`src/rtl/instr_fetch.sv`:
```
// Instruction fetch: credit-limited request stream to instruction memory, in-order response
// buffering toward decode, and redirect handling that discards stale in-flight responses.
module instr_fetch #(
  parameter logic [31:0] RESET_PC = 32'h0000_0000,
  parameter int unsigned DEPTH    = 2
) (
  input  logic        clk,
  input  logic        rst_n,
  output logic        imem_req_valid,
  input  logic        imem_req_ready,
  output logic [31:0] imem_req_addr,
  input  logic        imem_rsp_valid,
  input  logic [31:0] imem_rsp_data,
  input  logic        redirect_valid,
  input  logic [31:0] redirect_pc,
  output logic        dec_valid,
  input  logic        dec_ready,
  output logic [31:0] dec_pc,
  output logic [31:0] dec_instr,
  output logic [6:0]  dec_opcode,
  output logic [2:0]  dec_func3,
  output logic [6:0]  dec_func7
);

  localparam int unsigned PtrW = (DEPTH > 1) ? $clog2(DEPTH) : 1;
  localparam int unsigned CntW = $clog2(DEPTH + 1);

  typedef logic [PtrW-1:0] ptr_t;
  typedef logic [CntW-1:0] cnt_t;
  typedef logic [CntW:0]   used_t;

  localparam ptr_t  LastPtr = ptr_t'(DEPTH - 1);
  localparam used_t Credits = used_t'(DEPTH);
  localparam logic [31:0] ResetPcAligned = {RESET_PC[31:2], 2'b00};

  function automatic ptr_t ptr_inc(input ptr_t p);
    return (p == LastPtr) ? '0 : p + ptr_t'(1);
  endfunction

  logic [31:0] fetch_pc_q, fetch_pc_d;
  cnt_t        outstanding_q, outstanding_d;
  cnt_t        drop_q, drop_d;
  cnt_t        count_q, count_d;
  ptr_t        rd_ptr_q, rd_ptr_d, wr_ptr_q, wr_ptr_d;
  ptr_t        pcq_rd_q, pcq_rd_d, pcq_wr_q, pcq_wr_d;
  logic [31:0] buf_pc_q    [DEPTH];
  logic [31:0] buf_instr_q [DEPTH];
  logic [31:0] pcq_q       [DEPTH];

  logic  req_xfer, rsp_keep, push, pop;
  used_t credits_used;
  logic  unused_redirect_lsbs;

  assign unused_redirect_lsbs = ^redirect_pc[1:0];

  // Credits cover both in-flight requests and buffered entries, so every response has a slot.
  assign credits_used   = {1'b0, outstanding_q} + {1'b0, count_q};
  assign imem_req_valid = rst_n && !redirect_valid && (credits_used < Credits);
  assign imem_req_addr  = fetch_pc_q;
  assign req_xfer       = imem_req_valid && imem_req_ready;

  assign dec_valid  = (count_q != '0);
  assign dec_pc     = buf_pc_q[rd_ptr_q];
  assign dec_instr  = buf_instr_q[rd_ptr_q];
  assign dec_opcode = dec_instr[6:0];
  assign dec_func3  = dec_instr[14:12];
  assign dec_func7  = dec_instr[31:25];

  assign rsp_keep = imem_rsp_valid && (drop_q == '0);
  assign push     = rsp_keep && !redirect_valid;
  assign pop      = dec_valid && dec_ready && !redirect_valid;

  always_comb begin
    fetch_pc_d    = fetch_pc_q;
    outstanding_d = outstanding_q + cnt_t'(req_xfer) - cnt_t'(imem_rsp_valid);
    drop_d        = drop_q;
    count_d       = count_q + cnt_t'(push) - cnt_t'(pop);
    rd_ptr_d      = pop ? ptr_inc(rd_ptr_q) : rd_ptr_q;
    wr_ptr_d      = push ? ptr_inc(wr_ptr_q) : wr_ptr_q;
    pcq_wr_d      = req_xfer ? ptr_inc(pcq_wr_q) : pcq_wr_q;
    pcq_rd_d      = imem_rsp_valid ? ptr_inc(pcq_rd_q) : pcq_rd_q;

    if (redirect_valid) begin
      fetch_pc_d = {redirect_pc[31:2], 2'b00};
      // Everything still in flight after this edge belongs to the abandoned path.
      drop_d     = outstanding_d;
      count_d    = '0;
      rd_ptr_d   = wr_ptr_q;
      wr_ptr_d   = wr_ptr_q;
    end else begin
      if (req_xfer) begin
        fetch_pc_d = fetch_pc_q + 32'd4;
      end
      if (imem_rsp_valid && (drop_q != '0)) begin
        drop_d = drop_q - cnt_t'(1);
      end
    end
  end

  always_ff @(posedge clk or negedge rst_n) begin
    if (!rst_n) begin
      fetch_pc_q    <= ResetPcAligned;
      outstanding_q <= '0;
      drop_q        <= '0;
      count_q       <= '0;
      rd_ptr_q      <= '0;
      wr_ptr_q      <= '0;
      pcq_rd_q      <= '0;
      pcq_wr_q      <= '0;
      for (int i = 0; i < DEPTH; i++) begin
        buf_pc_q[i]    <= '0;
        buf_instr_q[i] <= '0;
        pcq_q[i]       <= '0;
      end
    end else begin
      fetch_pc_q    <= fetch_pc_d;
      outstanding_q <= outstanding_d;
      drop_q        <= drop_d;
      count_q       <= count_d;
      rd_ptr_q      <= rd_ptr_d;
      wr_ptr_q      <= wr_ptr_d;
      pcq_rd_q      <= pcq_rd_d;
      pcq_wr_q      <= pcq_wr_d;
      if (req_xfer) begin
        pcq_q[pcq_wr_q] <= fetch_pc_q;
      end
      if (push) begin
        buf_pc_q[wr_ptr_q]    <= pcq_q[pcq_rd_q];
        buf_instr_q[wr_ptr_q] <= imem_rsp_data;
      end
    end
  end

endmodule

```
`config.mk`:
```
export PLATFORM = sky130hd
export DESIGN_NAME = instr_fetch
export DESIGN_NICKNAME = d
export VERILOG_FILES = /design/src/rtl/instr_fetch.sv
export SDC_FILE = /design/constraint.sdc
export NUM_CORES = 1
export LEC_CHECK = 0
export BUFFER_PORTS_ARGS = -buffer_cell sky130_fd_sc_hd__buf_2
export CAP_MARGIN = 15
export CORE_UTILIZATION = 30
export CTS_CLUSTER_SIZE = 20
export DETAILED_ROUTE_END_ITERATION = 7
export SLEW_MARGIN = 20
export SYNTH_ARGS = -nofsm -noshare
export SYNTH_HDL_FRONTEND = slang
export SYNTH_SLANG_ARGS = --single-unit
```
`constraint.sdc`:
```
create_clock -name clk -period 3.75 [get_ports clk]
set_input_delay 0.1875 -clock clk [delete_from_list [all_inputs] [get_ports clk]]
set_output_delay 0.1875 -clock clk [all_outputs]
set_load 0.01 [all_outputs]
```
==> impl_metrics.toml, run 1 <==
[cts]
cts_tree = "yes"
post_cts.repair.setup_buffers = 0
cts_sinks = 224
insertion_delay_ns = 0.52
clock_transition_at_the_registers_of_the_reported_paths_ns = 0.06
cts_hold_buf = 64
cts-buffers-inserted = 27
cts.repair.resized = 0
cts_root_buffer = "clkbuf_16"
h-tree-depth = 1
clockBufferDepth = 3

[floorplanning]
die_area_mm2 = 0.0345
coreArea_mm2 = 0.0329
floorplan.initialDensity_pct = 30.8
rows = 66
design.portCount = 185
dieHeight_um = 186
dieWidth_um = 186

[setup_path]
critPathMaxStageDelay_ns = 0.71
critical_path.reg2reg.startpoint = "outstanding_q[0]"
crit_path_buffers_inverters = 0
worst_path_class_setup = "reg2reg"
critical-path-top-cell-by-count = "or4_1"
path_max_fanout = 8
worst_setup_path_startpoint = "outstanding_q[0]"
critPathSlowestCell = "or4_1"
arrival_ns = 3.36
worstPathCellList = "and2_1, fa_1, or3b_1, or4_1, or4_1, a31oi_1"
timing.critical_path.required_ns = 4.20
path_delay_family = "simple AND/OR/NAND/NOR gates"
critPathCaptureType = "register"
critical_path.startpoint_type = "register"

[power]
ir_worst_vdd_uv = 335
power_density_mw_per_mm2 = 801
leakage_power_of_the_design_nw = 5.74

[place]
routabilityCongestion = 0.786
port_buffers = 178
place_area_mm2 = 0.0113
pre_cts_ws_ns = 0.853
hpwlAfterDp_um = 15600

[timing]
final-max-slew-violation-count = 0
finalCritPeriodShare_pct = 77.6
rsz0062_at_grt = "no"
report.final.hold_viol_count = 0
maxClockFrequency_ghz = 0.344
final_period_minus_worst_setup_slack_ns = 2.91
worst-slew-pin-transition_ns = 1.02
fin_worst_skew_ns = 0.00996
setup_violations = 0
finalSetupTns_ns = 0
final.setup.worst_slack_ns = 0.841
maxSlewHeadroom_pct = 31.7

[yosys]
synth-seq-area-share_pct = 55.3
synthMostInstantiatedCell = "dfrtp_1"
netlist-cell-type-count = 37
postSynth.asyncResetShare_pct = 100
synth.top_cells.by_count = "224 x dfrtp_1, 182 x mux2_2, 61 x nand2_1"
yosys_register_bits = 224
netlist_area_mm2 = 0.0101
proportion_of_netlist_area_held_by_the_largest_area_contributor_pct = 55.3
dominantRegCellSynth = "dfrtp_1"
synth.area.top_cells = "dfrtp_1 55%, mux2_2 20%, mux2i_1 3.1%, o21ai_0 2.7%, nand2_1 2.3%"
synth_largest_area_cell = "dfrtp_1"
synth_enable_flop_cells = 0
synth.yosys.warnings = 0
post_synth.cell_area_avg_um2 = 12.0
netlist_instances = 846

[min_path]
worst_hold_path_class = "in2reg"
worst_hold_startpoint = "dec_ready"

[routing]
detailedRoute.firstPassIterationCount = 4
drt_wl_total_um = 24600
vias = 7120
routedWlPerCell_um = 16.3
route.antenna.remaining_nets = 0
avgViaCountPerCell = 4.71
drc = 0
drt-initial-drc-count = 234

[run]
drv.max_cap_violation_count = 0

[layout]
synthToLayoutAreaGrowth_pct = 26.3
post-route-cell-area_mm2 = 0.0128
nets = 1132
drive_above_1_share_pct = 38.5
num_antenna_cells = 0

[global_route]
grt_first_pass_wirelength_um = 38600
grt_pass1_vias = 7111
grt_overflow_total = 0
antenna_found_initial = 1
grt_total_usage_pct = 14.3
largest_net_degree_at_the_start_of_global_routing = 93

[run_status]
outcome = "completed"
[cells by family after synthesis]
logic type | synth area share, %
DFF | 55.3
muxes | 23.3
and+or+nand+nor | 8.67
AOI/OAI and AO/OA | 6.26
buffers and inverters | 3.86
xor gates and xnor gates | 1.64
adders and majority gates | 0.938
other | 0.0370
[cell usage in the layout (no fill, tap or decap), types with 9 or more instances in the layout]
cell,count
mux2_2,182
nand4_1,12
dfrtp_1,222
xnor2_1,12
clkbuf_16,27
mux2i_1,31
or4_1,16
o31ai_1,11
nand3_1,11
buf_2,177
a21oi_1,31
dlygate4sd3_1,64
or3_1,9
a31oi_1,17
nand2_1,61
nor2_1,52
o21ai_0,55
inv_1,9
[state kept, by name, summed over array words and instances, names as in the netlist, 2 cells and up]
name	flops
imem_req_addr	30
pcq_q	60
count_q	2
buf_instr_q	64
outstanding_q	2
buf_pc_q	60
drop_q	2
[path summary, 6_finish.rpt]
kind,to,slack (ns),cells after the start
min reg2reg,buf_pc_q[18],0.47,2
max,imem_req_addr[27],0.84,6
max in group asynchronous,buf_instr_q[39],2.31,3
min in group asynchronous,buf_pc_q[19],0.16,2
max reg2reg,imem_req_addr[27],0.84,6
min,rd_ptr_q,0.09,4
[layer usage]
metal  global-route usage, %  routed length, µm
met2                    23.7              11400
met3                    2.82               1460
met5                       0                  0
met4                    3.18                396
met1                    19.2              11300
[tightest hold or removal path, stage by stage]
cell and delay (ns):
buf_2 0.08, nand2_1 0.09, xor2_1 0.13, o21ai_0 0.08
[power breakdown]
group	internal [mW]	leakage [nW]	switching [mW]
Combinational	1.96	2.63	1.64
Sequential	3.48	2.72	0.803
Clock	1.42	0.394	0.957
[cell type report]
| cell class | count | area [µm²] |
|---|---|---|
| multi-input cells | 542 | 4160 |
| repair buffers | 251 | 1630 |
| clock inverters | 5 | 33.8 |
| fillers | 3247 | 20100 |
| clock buffers | 38 | 777 |
| inverters | 9 | 33.8 |
| well taps | 442 | 553 |
| flip-flops and latches | 224 | 5610 |
[metrics by stage]
step	total power, mW	util, %	cells	hold WS, ns
2_1_floorplan	6.71	-	849	-0.108
6_report	10.3	38.9	1511	0.0865
3_5_place_dp	7.91	34.5	1404	0.0774
3_3_place_gp	7.80	34.5	1404	0.0755
5_1_grt	11.0	38.9	1511	0.132
4_1_cts	10.4	38.9	1511	0.0593
No activity file was read; power rests on OpenSTA's default activity.
==> run 2: changes to the inputs <==
==> constraint.sdc (replaced) <==
create_clock -name clk -period 2.7 [get_ports clk]
set_input_delay 0.135 -clock clk [delete_from_list [all_inputs] [get_ports clk]]
set_output_delay 0.135 -clock clk [all_outputs]
set_load 0.01 [all_outputs]
==> impl_metrics.toml, run 2 (synthesized netlist as in run 1, its figures left out) <==
[run_status]
outcome = "finished, violations left"
violations = "negative setup slack"

[timing]
final.setup.worst_slack_ns = -0.00459
finalSetupTns_ns = -0.00459
maxClockFrequency_ghz = 0.370
fin_worst_skew_ns = 0.0136
finalCritPeriodShare_pct = 100
report.final.hold_viol_count = 0
final-max-slew-violation-count = 0
setup_violations = 1
worst-slew-pin-transition_ns = 0.684
maxSlewHeadroom_pct = 54.4
rsz0062_at_grt = "yes"
final_period_minus_worst_setup_slack_ns = 2.70

[layout]
final_common_cell = "dfrtp_1"
post-route-cell-area_mm2 = 0.0133
num_antenna_cells = 0
layout_common_cells = "222 x dfrtp_1, 182 x mux2_2, 177 x buf_2"
final.fill_count = 3166
finalNonFillerCells = 1545
nets = 1160
drive_above_1_share_pct = 41.1
max_ffs_per_register = 64
synthToLayoutAreaGrowth_pct = 30.9
largest-register = "buf_instr_q"
reg_top3 = "buf_instr_q x64, buf_pc_q x60, pcq_q x60"

[routing]
avgViaCountPerCell = 4.69
drt-initial-drc-count = 275
vias = 7242
detailedRoute.firstPassIterationCount = 4
drt_wl_total_um = 25000
drc = 0
routedWlPerCell_um = 16.2
route.antenna.remaining_nets = 0

[setup_path]
timing.critical_path.required_ns = 3.14
critPathMaxStageDelay_ns = 0.54
critical-path-top-cell-by-count = "or4_4"
worstPathCellList = "and2_4, fa_1, or3b_4, or4_4, or4_4, a31oi_1"
critPathSlowestCell = "or4_4"
critical_path.startpoint_type = "register"
path_delay_family = "simple AND/OR/NAND/NOR gates"
critPathCaptureType = "register"
worst_path_class_setup = "reg2reg"
path_max_fanout = 4
crit_path_buffers_inverters = 0
arrival_ns = 3.15

[cts]
cts_root_buffer = "clkbuf_16"
insertion_delay_ns = 0.53
cts_tree = "yes"
clock_transition_at_the_registers_of_the_reported_paths_ns = 0.06
h-tree-depth = 1
cts_sinks = 224
clockBufferDepth = 3
cts-buffers-inserted = 26

[floorplanning]
die_area_mm2 = 0.0345
rows = 66
dieWidth_um = 186
design.portCount = 185
floorplan.initialDensity_pct = 30.8
dieHeight_um = 186
coreArea_mm2 = 0.0329

[global_route]
antenna_found_initial = 1
largest_net_degree_at_the_start_of_global_routing = 129
grt_pass1_vias = 7113
grt_first_pass_wirelength_um = 39200
grt_overflow_total = 0
grt_total_usage_pct = 14.5

[place]
routabilityCongestion = 0.786
place_area_mm2 = 0.0116
placedCellCount = 1426
port_buffers = 178
hpwlAfterDp_um = 16600

[power]
leakage_power_of_the_design_nw = 5.97
power_density_mw_per_mm2 = 1120
ir_worst_vdd_uv = 468

[run]
drv.max_cap_violation_count = 0

[min_path]
worst_hold_path_class = "in2async"
## run 2: repair_timing
action	CTS	global route
hold buffers	69	0
endpoints found under the hold margin	140	0
gates resized for setup	7	5
setup buffers	1	1
setup endpoints to repair	13	42
pin swaps	0	5
## run 2: metrics by stage
stage	power (mW)	utilization (%)	worst slack (ns)	hold slack [ns]
6_report	14.9	40.4	-0.00459	0.0336
5_1_grt	15.9	40.4	-0.0625	0.0368
4_1_cts	15.1	40.2	-0.00899	0.0176
3_5_place_dp	11.2	35.2	-0.0797	-0.0453
3_3_place_gp	11.0	35.2	-0.0646	-0.0449
2_1_floorplan	9.32	-	0.0191	-0.161
## run 2: layer usage
metal | routed length [µm] | global-route usage [%] | vias to the layer above
li1 | - | - | 3464
met1 | 11700 | 20.0 | 3548
met2 | 11500 | 23.3 | 202
met3 | 1520 | 3.01 | 28
met4 | 347 | 2.98 | 0
met5 | 0 | 0 | -
## run 2: layout make-up
class	count	area (µm²)	share of cell area, %
sequential	224	5610	42.3
multi-input combinational	542	4230	31.9
timing repair buffer	280	1930	14.5
clock buffer	39	791	5.96
tap	442	553	4.17
clock inverter	9	124	0.934
inverter	9	33.8	0.255
## run 2: worst paths after layout
path	start	end	slack, ns	depth (start not counted)
min in group clk	dec_ready	rd_ptr_q	0.05	4
setup / recovery	count_q[0]	imem_req_addr[29]	-0.005	6
hold reg to reg	pcq_rd_q	pcq_rd_q	0.46	1
max in group asynchronous	rst_n	pcq_rd_q	1.23	4
setup reg to reg	count_q[0]	imem_req_addr[29]	-0.005	6
hold / removal	rst_n	imem_req_addr[10]	0.03	2
## run 2: power breakdown
part	total [mW]	switching, mW	leakage (nW)	internal, mW
logic	5.51	2.62	2.80	2.89
clock network	3.69	1.39	0.455	2.30
registers	5.67	0.841	2.72	4.83
total	14.9	4.85	5.97	10.0
